<file path="config.mk">
export PLATFORM = sky130hd
export DESIGN_NAME = obj_det_gen
export DESIGN_NICKNAME = d
export VERILOG_FILES = /design/src/rtl/obj_det_gen.sv
export SDC_FILE = /design/constraint.sdc
export NUM_CORES = 1
export LEC_CHECK = 0
export ABC_AREA = 1
export ABC_CLOCK_PERIOD_IN_PS = 2190
export CAP_MARGIN = 25
export CELL_PAD_IN_SITES_DETAIL_PLACEMENT = 1
export CELL_PAD_IN_SITES_GLOBAL_PLACEMENT = 1
export CORE_UTILIZATION = 42
export CTS_CLUSTER_DIAMETER = 100
export DETAILED_ROUTE_END_ITERATION = 8
export GPL_TIMING_DRIVEN = 0
export PLACE_DENSITY_LB_ADDON = 0.12
export SLEW_MARGIN = 20
export SYNTH_ARGS = -nofsm -noshare
export SYNTH_HDL_FRONTEND = slang
export SYNTH_SLANG_ARGS = --single-unit
export TNS_END_PERCENT = 5
</file>
<file path="constraint.sdc">
create_clock -name pclk -period 2.19 [get_ports pclk]
set_clock_uncertainty 0.05 [all_clocks]
set_input_delay 0.3285 -clock pclk [delete_from_list [all_inputs] [get_ports pclk]]
set_output_delay 0.3285 -clock pclk [all_outputs]
set_load 0.005 [all_outputs]
</file>
<file path="src/rtl/obj_det_gen.sv">
// obj_det_gen: per-frame object-presence detector on the sensor pixel bus.
// Drives the IR strobe for lit frames, counts bright pixels inside a fixed
// ROI and issues one presence decision plus a one-cycle qualifier per frame.
// Optional build macro AMBIENT_SUB_EN: subtract the last unlit frame's count
// from each lit frame's count before thresholding.
module obj_det_gen #(
  parameter int unsigned X_W        = 10,
  parameter int unsigned Y_W        = 9,
  parameter int unsigned CNT_W      = 16,
  parameter int unsigned ROI_X0     = 40,
  parameter int unsigned ROI_X1     = 279,
  parameter int unsigned ROI_Y0     = 20,
  parameter int unsigned ROI_Y1     = 219,
  parameter logic [7:0]  PIX_TH     = 8'd128,
  parameter int unsigned DET_TH_ACQ = 600,
  parameter int unsigned DET_TH_TRK = 300
) (
  input  logic             pclk,
  input  logic             resetn,
  input  logic             i_fv,
  input  logic             i_lv,
  input  logic [7:0]       i_pix,
  input  logic             i_en_strobe,
  input  logic             i_search_mode,
  output logic             o_strobe,
  output logic             o_obj_det,
  output logic             o_obj_det_trig,
  output logic [CNT_W-1:0] o_bright_cnt
);

  typedef enum logic [1:0] {SYNC, IDLE, FRAME, EVAL} state_t;

  state_t           state;
  logic             fv_d;
  logic             lv_d;
  logic             frame_lit;
  logic             thr_sel;
  logic [X_W-1:0]   x;
  logic [Y_W-1:0]   y;
  logic [CNT_W-1:0] cnt;

  logic             fv_rise;
  logic             fv_fall;
  logic             lv_fall;
  logic             pix_vld;
  logic             in_roi;
  logic             bright;
  logic [CNT_W-1:0] det_thr;
  logic [CNT_W-1:0] eval_cnt;

  assign fv_rise = i_fv & ~fv_d;
  assign fv_fall = ~i_fv & fv_d;
  assign lv_fall = ~i_lv & lv_d;
  assign pix_vld = i_fv & i_lv;
  assign in_roi  = (x >= X_W'(ROI_X0)) && (x <= X_W'(ROI_X1)) &&
                   (y >= Y_W'(ROI_Y0)) && (y <= Y_W'(ROI_Y1));
  assign bright  = pix_vld && in_roi && (i_pix >= PIX_TH);
  assign det_thr = thr_sel ? CNT_W'(DET_TH_ACQ) : CNT_W'(DET_TH_TRK);

`ifdef AMBIENT_SUB_EN
  logic [CNT_W-1:0] amb_cnt;

  // Lit frames are judged on their excess over the last unlit (ambient) frame.
  assign eval_cnt = !frame_lit ? cnt :
                    (cnt > amb_cnt) ? (cnt - amb_cnt) : '0;

  // Capture the ambient count when an unlit frame is evaluated.
  always_ff @(posedge pclk or negedge resetn) begin
    if (!resetn) begin
      amb_cnt <= '0;
    end else if (state == FRAME && fv_fall && !frame_lit) begin
      amb_cnt <= cnt;
    end
  end
`else
  assign eval_cnt = cnt;
`endif

  // One-cycle delayed frame/line valid for edge detection.
  always_ff @(posedge pclk or negedge resetn) begin
    if (!resetn) begin
      fv_d <= 1'b0;
      lv_d <= 1'b0;
    end else begin
      fv_d <= i_fv;
      lv_d <= i_lv;
    end
  end

  // Frame FSM with pixel counting and registered decision outputs.
  always_ff @(posedge pclk or negedge resetn) begin
    if (!resetn) begin
      state          <= SYNC;
      frame_lit      <= 1'b0;
      thr_sel        <= 1'b0;
      x              <= '0;
      y              <= '0;
      cnt            <= '0;
      o_strobe       <= 1'b0;
      o_obj_det      <= 1'b0;
      o_obj_det_trig <= 1'b0;
      o_bright_cnt   <= '0;
    end else begin
      o_obj_det_trig <= 1'b0;
      case (state)
        // Skip any frame already in progress when reset was released.
        SYNC: begin
          if (!i_fv) state <= IDLE;
        end
        IDLE: begin
          if (fv_rise) begin
            frame_lit <= i_en_strobe;
            thr_sel   <= i_search_mode;
            x         <= '0;
            y         <= '0;
            cnt       <= '0;
            o_strobe  <= i_en_strobe;
            state     <= FRAME;
          end
        end
        FRAME: begin
          if (fv_fall) begin
            o_strobe       <= 1'b0;
            o_obj_det_trig <= 1'b1;
            o_obj_det      <= frame_lit && (eval_cnt >= det_thr);
            o_bright_cnt   <= eval_cnt;
            state          <= EVAL;
          end else begin
            if (pix_vld && (x != '1)) x <= x + X_W'(1);
            if (lv_fall) begin
              x <= '0;
              if (y != '1) y <= y + Y_W'(1);
            end
            if (bright && (cnt != '1)) cnt <= cnt + CNT_W'(1);
          end
        end
        EVAL: begin
          state <= IDLE;
        end
        default: state <= SYNC;
      endcase
    end
  end

endmodule

</file>
==> results of run 1 <==
==> kinds of logic after synthesis <==
logic type	count (synthesis)
xor+xnor	12
flops	60
compound gates	48
buf+inv	75
simple gates	268
fa+ha+maj	17
==> metal layers <==
layer,vias to the layer above,global-route usage,share of wire
met5,-,0,0
met4,0,0.08333,0.017
met3,14,0.04369,0.022
met2,41,0.4287,0.52
met1,1593,0.2722,0.44
li1,1625,-,-
==> layout make-up <==
type | count | area, sq um
Buffer | 12 | 73.82
Inverter | 63 | 236.5
Clock buffer | 12 | 155.1
Tap cell | 105 | 131.4
Fill cell | 1053 | 3950
Clock inverter | 4 | 47.55
Timing Repair Buffer | 30 | 304.0
Sequential cell | 60 | 1501
Multi-Input combinational cell | 345 | 1817
==> worst max-delay path, stage by stage, from the launching register on <==
cell and delay [ps]:
dfrtp_1 380, inv_1 80, ha_1 200, buf_2 170, nor2_2 260, nor2_1 80, nand2_1 70, nor2_1 40
nand2_1 100, nor2_4 50, nand2_4 130, nand2_4 90, buf_6 150, nand2_1 60, nand2_1 50
==> state kept, by name (all words and copies together) (netlist names), 2 cells and up <==
register / cells
cnt: 16
y: 9
state: 2
o_bright_cnt: 16
x: 10
==> layout by cell type, fill, tap and decap left out, types with 2 or more instances in the layout <==
cell type	n
nand2_1	126
dfrtp_1	60
inv_1	59
nor2_1	50
nand3_1	43
o21ai_0	36
clkdlybuf4s50_1	24
ha_1	16
nand4_1	14
nor3_1	12
xor2_1	12
clkbuf_8	11
buf_4	6
a21oi_1	6
nand2_2	5
clkbuf_1	5
inv_2	4
nand2_4	4
buf_6	3
buf_2	2
nor3_4	2
nor2_2	2
nor3_2	2
o31ai_2	2
o21ai_1	2
clkinv_2	2
==> per-stage QoR <==
step	setup slack, ps	util
floorplan	406.6	-
global placement	-1291	0.4815
detailed placement	-101.2	0.4836
CTS	29.40	0.5103
global route	-29.60	0.5193
finish	134.8	0.5193
==> how the worst min path moves through the flow <==
stage,slack [ps],startpoint,endpoint,cells after the start
global placement,410,o_obj_det,o_obj_det,2
floorplan,-20,resetn,cnt[0],0
CTS,380,resetn,o_bright_cnt[7],2
detailed placement,200,resetn,o_bright_cnt[7],1
finish,400,resetn,o_bright_cnt[7],2
global route,440,resetn,o_bright_cnt[7],2
==> report_power, final <==
| group | leakage, nW | switching [W] | total [W] | internal [W] |
|---|---|---|---|---|
| Clock | 0.102 | 0.000454 | 0.00104 | 0.000584 |
| Sequential | 0.821 | 0.0000812 | 0.00128 | 0.00120 |
| Combinational | 1.10 | 0.000930 | 0.00138 | 0.000448 |
==> repair_timing <==
action | 4_1_cts | 5_1_grt
resized for setup | 1 | 15
setup buffers | 0 | 3
pin swaps | 0 | 2
hold buffers | 1 | 0
endpoints found under the setup margin | 3 | 25
hold endpoints to repair | 24 | 0
==> results.tsv, run 1 <==
stage	metric	value	unit
worst_setup_path	crit_required	2370	ps
routing	drtPass1Iterations	4	
worst_setup_path	timing.rr.end	cnt[12]	
logic_synthesis	synth_area_leaders	dfrtp_1, nand2_1, inv_1	
routing	ant_nets	0	
cells_and_area	fin_cells	631	
sta	setup_viol	0	
worst_setup_path	crit_fanout	10	
logic_synthesis	synth_fp_nets	511	
place	place_inst	611	
worst_setup_path	reg2reg_depth	14	
routing	drtIter0Drc	85	
worst_setup_path	crit_type	reg -> reg	
logic_synthesis	syn_area	0.003575	sq mm
routing	wl	9440	um
logic_synthesis	synthDistinctLibCells	32	
worst_setup_path	arrival	2240	ps
sta	fin_crit_sh	0.9385	
sta	report.final.hold_viol_count	0	
floorplan	row_count	33	
cts	cts_buffers	9	
global_route	grt_pass1_vias	3475	
floorplan	fp.coreArea	0.008217	sq mm
sta	fin_crit	2055	ps
global_route	grt_pass1_wl	16090	um
global_route	grt_use_total	0.2355	
worst_setup_path	cp-start-kind	register	
sta	max_slew_margin	0.6237	
power	peakVddDrop	0.4185	mV
cts	cts_tree	built	
outcome	outcome	finished clean	
routing	wl_per_cell	14.96	um
cells_and_area	drive_gt1_frac	0.1008	
cts	cts-root-buf	clkbuf_8	
sta	setup_tns	0	ps
place	dpl_cell_area	0.003974	sq mm
place	post-dp-hpwl	7059	um
power	power_leakage	2.020	nW
floorplan	die_w	94.26	um
sta	slew_viol_final	0	
global_route	grt-ovfl-total	0	
worst_setup_path	end_kind	register	
floorplan	die_area	0.008884	sq mm
power	powerDensity	866.7	mW/mm^2
floorplan	boundaryPins	33	
logic_synthesis	yosys-top-cells-count	nand2_1, dfrtp_1, inv_1, nor2_1, nand3_1	
logic_synthesis	synth_top_family_by_area	simple AND/OR/NAND/NOR gates	
logic_synthesis	synthSimpleGateAreaFrac	0.3364	
logic_synthesis	synth.most_common_cell	nand2_1	
cts	cts.sinks	60	
sta	rsz0062_at_grt	yes	
floorplan	dieHeight	94.26	um
sta	fmax	486.6	MHz
logic_synthesis	ys_seq_area_frac	0.4200	
logic_synthesis	ys_ff_latch	60	
worst_setup_path	crit_end	cnt[12]	
global_route	grt_max_degree	37	
logic_synthesis	synth_xor_area_frac	0.02940	
routing	viasPerCell	5.187	
logic_synthesis	synthMuxAreaShare	0	
worst_hold_path	hold_path.class	in -> async	
logic_synthesis	synthArstFlopShare	1.000	
cts	cts.reportedPaths.clkPinSlew	70	ps
floorplan	initial_utilization	0.4351	
place	port_buffers	25	
logic_synthesis	synth.largest_area_cell	dfrtp_1	
cells_and_area	design_area	0.004267	sq mm
place	place_congestion	0.8256	
worst_setup_path	crit_start	state[0]	
cts	cts_buffer_depth	2	
logic_synthesis	syn_area_per_cell	7.447	sq um
sta	holdWs	396.5	ps
sta	tightest_slew	564.4	ps
logic_synthesis	synthAdderAreaFrac	0.05950	
logic_synthesis	synth_compound_area_frac	0.06965	
power	power	0.003698	W
cells_and_area	num-nets-final	552	
cells_and_area	antenna_cells	0	
logic_synthesis	synth_cells	480	
run	maxCapViolations	0	
worst_setup_path	rr_startpoint	state[0]	
logic_synthesis	ys.flop_type	dfrtp_1	
routing	dr_total_vias	3273	
cells_and_area	syn_to_final_growth	19.36	%
worst_setup_path	r2r_setup_slack	130	ps
logic_synthesis	synth_top_area_share	0.4200	
logic_synthesis	synth_edf_count	0	
cts	insertion_delay	340	ps
routing	route.detailed.drc	0	
global_route	grt_antenna_before_repair	0	
cts	htreeDepth	3	
logic_synthesis	ys_warn_count	0	
(Power assumes the default switching activity.)
==> inputs of run 2 (changes only) <==
==> constraint.sdc (replaced) <==
create_clock -name pclk -period 2.19 [get_ports pclk]
set_clock_uncertainty 0.05 [all_clocks]
set_input_delay 0.657 -clock pclk [delete_from_list [all_inputs] [get_ports pclk]]
set_output_delay 0.657 -clock pclk [all_outputs]
set_load 0.005 [all_outputs]
==> run 2 against run 1 <==
Compared with the run above: clock-buffer cell count is the same; fmax is essentially flat; register-to-register slack is essentially flat; first-iteration DRC count shrank 15%; combinational power is essentially flat; highest routed layer unchanged.
==> results.tsv, run 2 (synthesis gave the netlist of run 1 again) <==
stage	metric	value	unit	change
place	post-dp-hpwl	7059	um	unchanged
global_route	grt-ovfl-total	0		unchanged
floorplan	boundaryPins	33		unchanged
sta	setup_tns	0	ps	unchanged
cells_and_area	drive_gt1_frac	0.1010		was 0.1008
cells_and_area	num-nets-final	551		was 552
cells_and_area	multiInputGateArea	0.001817	sq mm	unchanged
global_route	grt_pass1_wl	16030	um	was 16090 um
cells_and_area	final_common_cell	nand2_1		unchanged
routing	viasPerCell	5.186		was 5.187
place	port_buffers	25		unchanged
routing	wl	9356	um	was 9440 um
cells_and_area	nFillCells	1058		was 1053
sta	holdWs	159.7	ps	was 396.5 ps
worst_setup_path	crit_family	simple AND/OR/NAND/NOR gates		unchanged
sta	report.final.hold_viol_count	0		unchanged
floorplan	die_w	94.26	um	unchanged
floorplan	dieHeight	94.26	um	unchanged
worst_setup_path	cp-start-kind	register		unchanged
sta	rsz0062_at_grt	yes		unchanged
cells_and_area	syn_to_final_growth	19.04	%	was 19.36%
place	post-place-ws	-429.7	ps	was -101.2 ps
power	power_leakage	2.018	nW	was 2.020 nW
cts	cts_buffers	9		unchanged
worst_setup_path	critPathMostFrequentCell	nand2_1		unchanged
cts	cts.reportedPaths.clkPinSlew	70	ps	about the same
worst_setup_path	path_cells	inv_1 > ha_1 > buf_2 > nor2_2 > nor2_1 > nand2_1 > nor2_1 > nand2_1 > nor2_4 > nand2_4 > nand2_4 > buf_6 > nand2_1 > nand2_1		unchanged
place	dpl_cell_area	0.003974	sq mm	unchanged
worst_setup_path	end_kind	register		unchanged
floorplan	row_count	33		unchanged
cells_and_area	seq_area	0.001501	sq mm	unchanged
floorplan	fp.coreArea	0.008217	sq mm	unchanged
worst_hold_path	hold_path.class	in -> async		unchanged
power	peakVddDrop	0.4188	mV	was 0.4185 mV
routing	ant_nets	0		unchanged
cells_and_area	antenna_cells	0		unchanged
sta	fmax	486.6	MHz	about the same
worst_setup_path	r2r_setup_slack	130	ps	about the same
worst_setup_path	crit_required	2370	ps	about the same
worst_setup_path	max_stage_delay	380	ps	about the same
place	place_congestion	0.8256		unchanged
cells_and_area	largestRegisters	cnt x16, o_bright_cnt x16, x x10		unchanged
cts	insertion_delay	340	ps	about the same
routing	dr_total_vias	3267		was 3273
routing	route.detailed.drc	0		unchanged
worst_setup_path	crit_slowest_cell	dfrtp_1		unchanged
routing	wl_per_cell	14.85	um	was 14.96 um
global_route	grt_antenna_before_repair	0		unchanged
sta	slew_viol_final	0		unchanged
worst_setup_path	arrival	2230	ps	was 2240 ps
worst_setup_path	path_buf_inv	3		unchanged
global_route	grt_use_total	0.2344		was 0.2355
floorplan	die_area	0.008884	sq mm	unchanged
worst_setup_path	crit_type	reg -> reg		unchanged
cts	cts_tree	built		unchanged
worst_setup_path	crit_fanout	10		unchanged
cells_and_area	design_area	0.004255	sq mm	was 0.004267 sq mm
power	powerDensity	867.8	mW/mm^2	was 866.7 mW/mm^2
sta	fin_crit_sh	0.9384		was 0.9385
routing	drtPass1Iterations	4		unchanged
cts	cts.sinks	60		unchanged
run	maxCapViolations	0		unchanged
sta	setup_slack	135.0	ps	was 134.8 ps
sta	tightest_slew	571.1	ps	was 564.4 ps
sta	fin_crit	2055	ps	about the same
routing	drtIter0Drc	72		was 85
cts	cts_buffer_depth	2		unchanged
global_route	grt_max_degree	37		unchanged
floorplan	initial_utilization	0.4351		unchanged
outcome	outcome	finished clean		unchanged
sta	setup_viol	0		unchanged
cts	cts-root-buf	clkbuf_8		unchanged
global_route	grt_pass1_vias	3469		was 3475
cts	htreeDepth	3		unchanged
cells_and_area	final_cell_mix	nand2_1, dfrtp_1, inv_1		unchanged
sta	max_slew_margin	0.6193		was 0.6237
## run 2: what timing repair did
item	4_1_cts	5_1_grt
resized for setup	3	14
buffers inserted	0	3
hold buffers	0	0
endpoints found under the setup margin	8	26
pin swaps	0	2
## run 2: worst register-to-register path, cell delays in order, from the launching register on
cell and delay [ps]:
dfrtp_1 380, inv_1 80, ha_1 200, buf_2 170, nor2_2 260, nor2_1 80, nand2_1 70, nor2_1 40
nand2_1 100, nor2_4 50, nand2_4 130, nand2_4 90, buf_6 150, nand2_1 60, nand2_1 50
## run 2: report_power, final
part	internal (W)	switching, W	leakage [nW]
sequential	0.00120	0.0000818	0.821
combinational	0.000446	0.000930	1.09
clock	0.000584	0.000450	0.102
## run 2: per-stage QoR
stage | power (W) | utilization | cells
3_3_place_gp | 0.002470 | 0.4815 | 610
6_report | 0.003693 | 0.5179 | 630
2_1_floorplan | 0.002112 | - | 480
4_1_cts | 0.003625 | 0.5092 | 627
3_5_place_dp | 0.002542 | 0.4836 | 611
5_1_grt | 0.003967 | 0.5179 | 630
## run 2: path summary, 6_finish.rpt
path / from / end / cells after the start
min reg2reg: o_obj_det / o_obj_det / 2
min: resetn / o_bright_cnt[7] / 1
max in group asynchronous: resetn / x[9] / 2
max reg2reg: state[0] / cnt[12] / 14
max: state[0] / cnt[12] / 14
min in group pclk: o_obj_det / o_obj_det / 2
## run 2: layout make-up
type / count / share of cell area
well taps: 105 / 0.03087
plain buffers: 12 / 0.01735
inverters: 63 / 0.05557
clock inverters: 4 / 0.01117
multi-input cells: 345 / 0.4269
flip-flops and latches: 60 / 0.3528
clock buffers: 12 / 0.03646
repair buffers: 29 / 0.06880
## run 2: metal layers
| metal | GRT usage | share of wire |
|---|---|---|
| met1 | 0.2717 | 0.44 |
| met2 | 0.4257 | 0.52 |
| met3 | 0.04369 | 0.025 |
| met4 | 0.08333 | 0.019 |
| met5 | 0 | 0 |
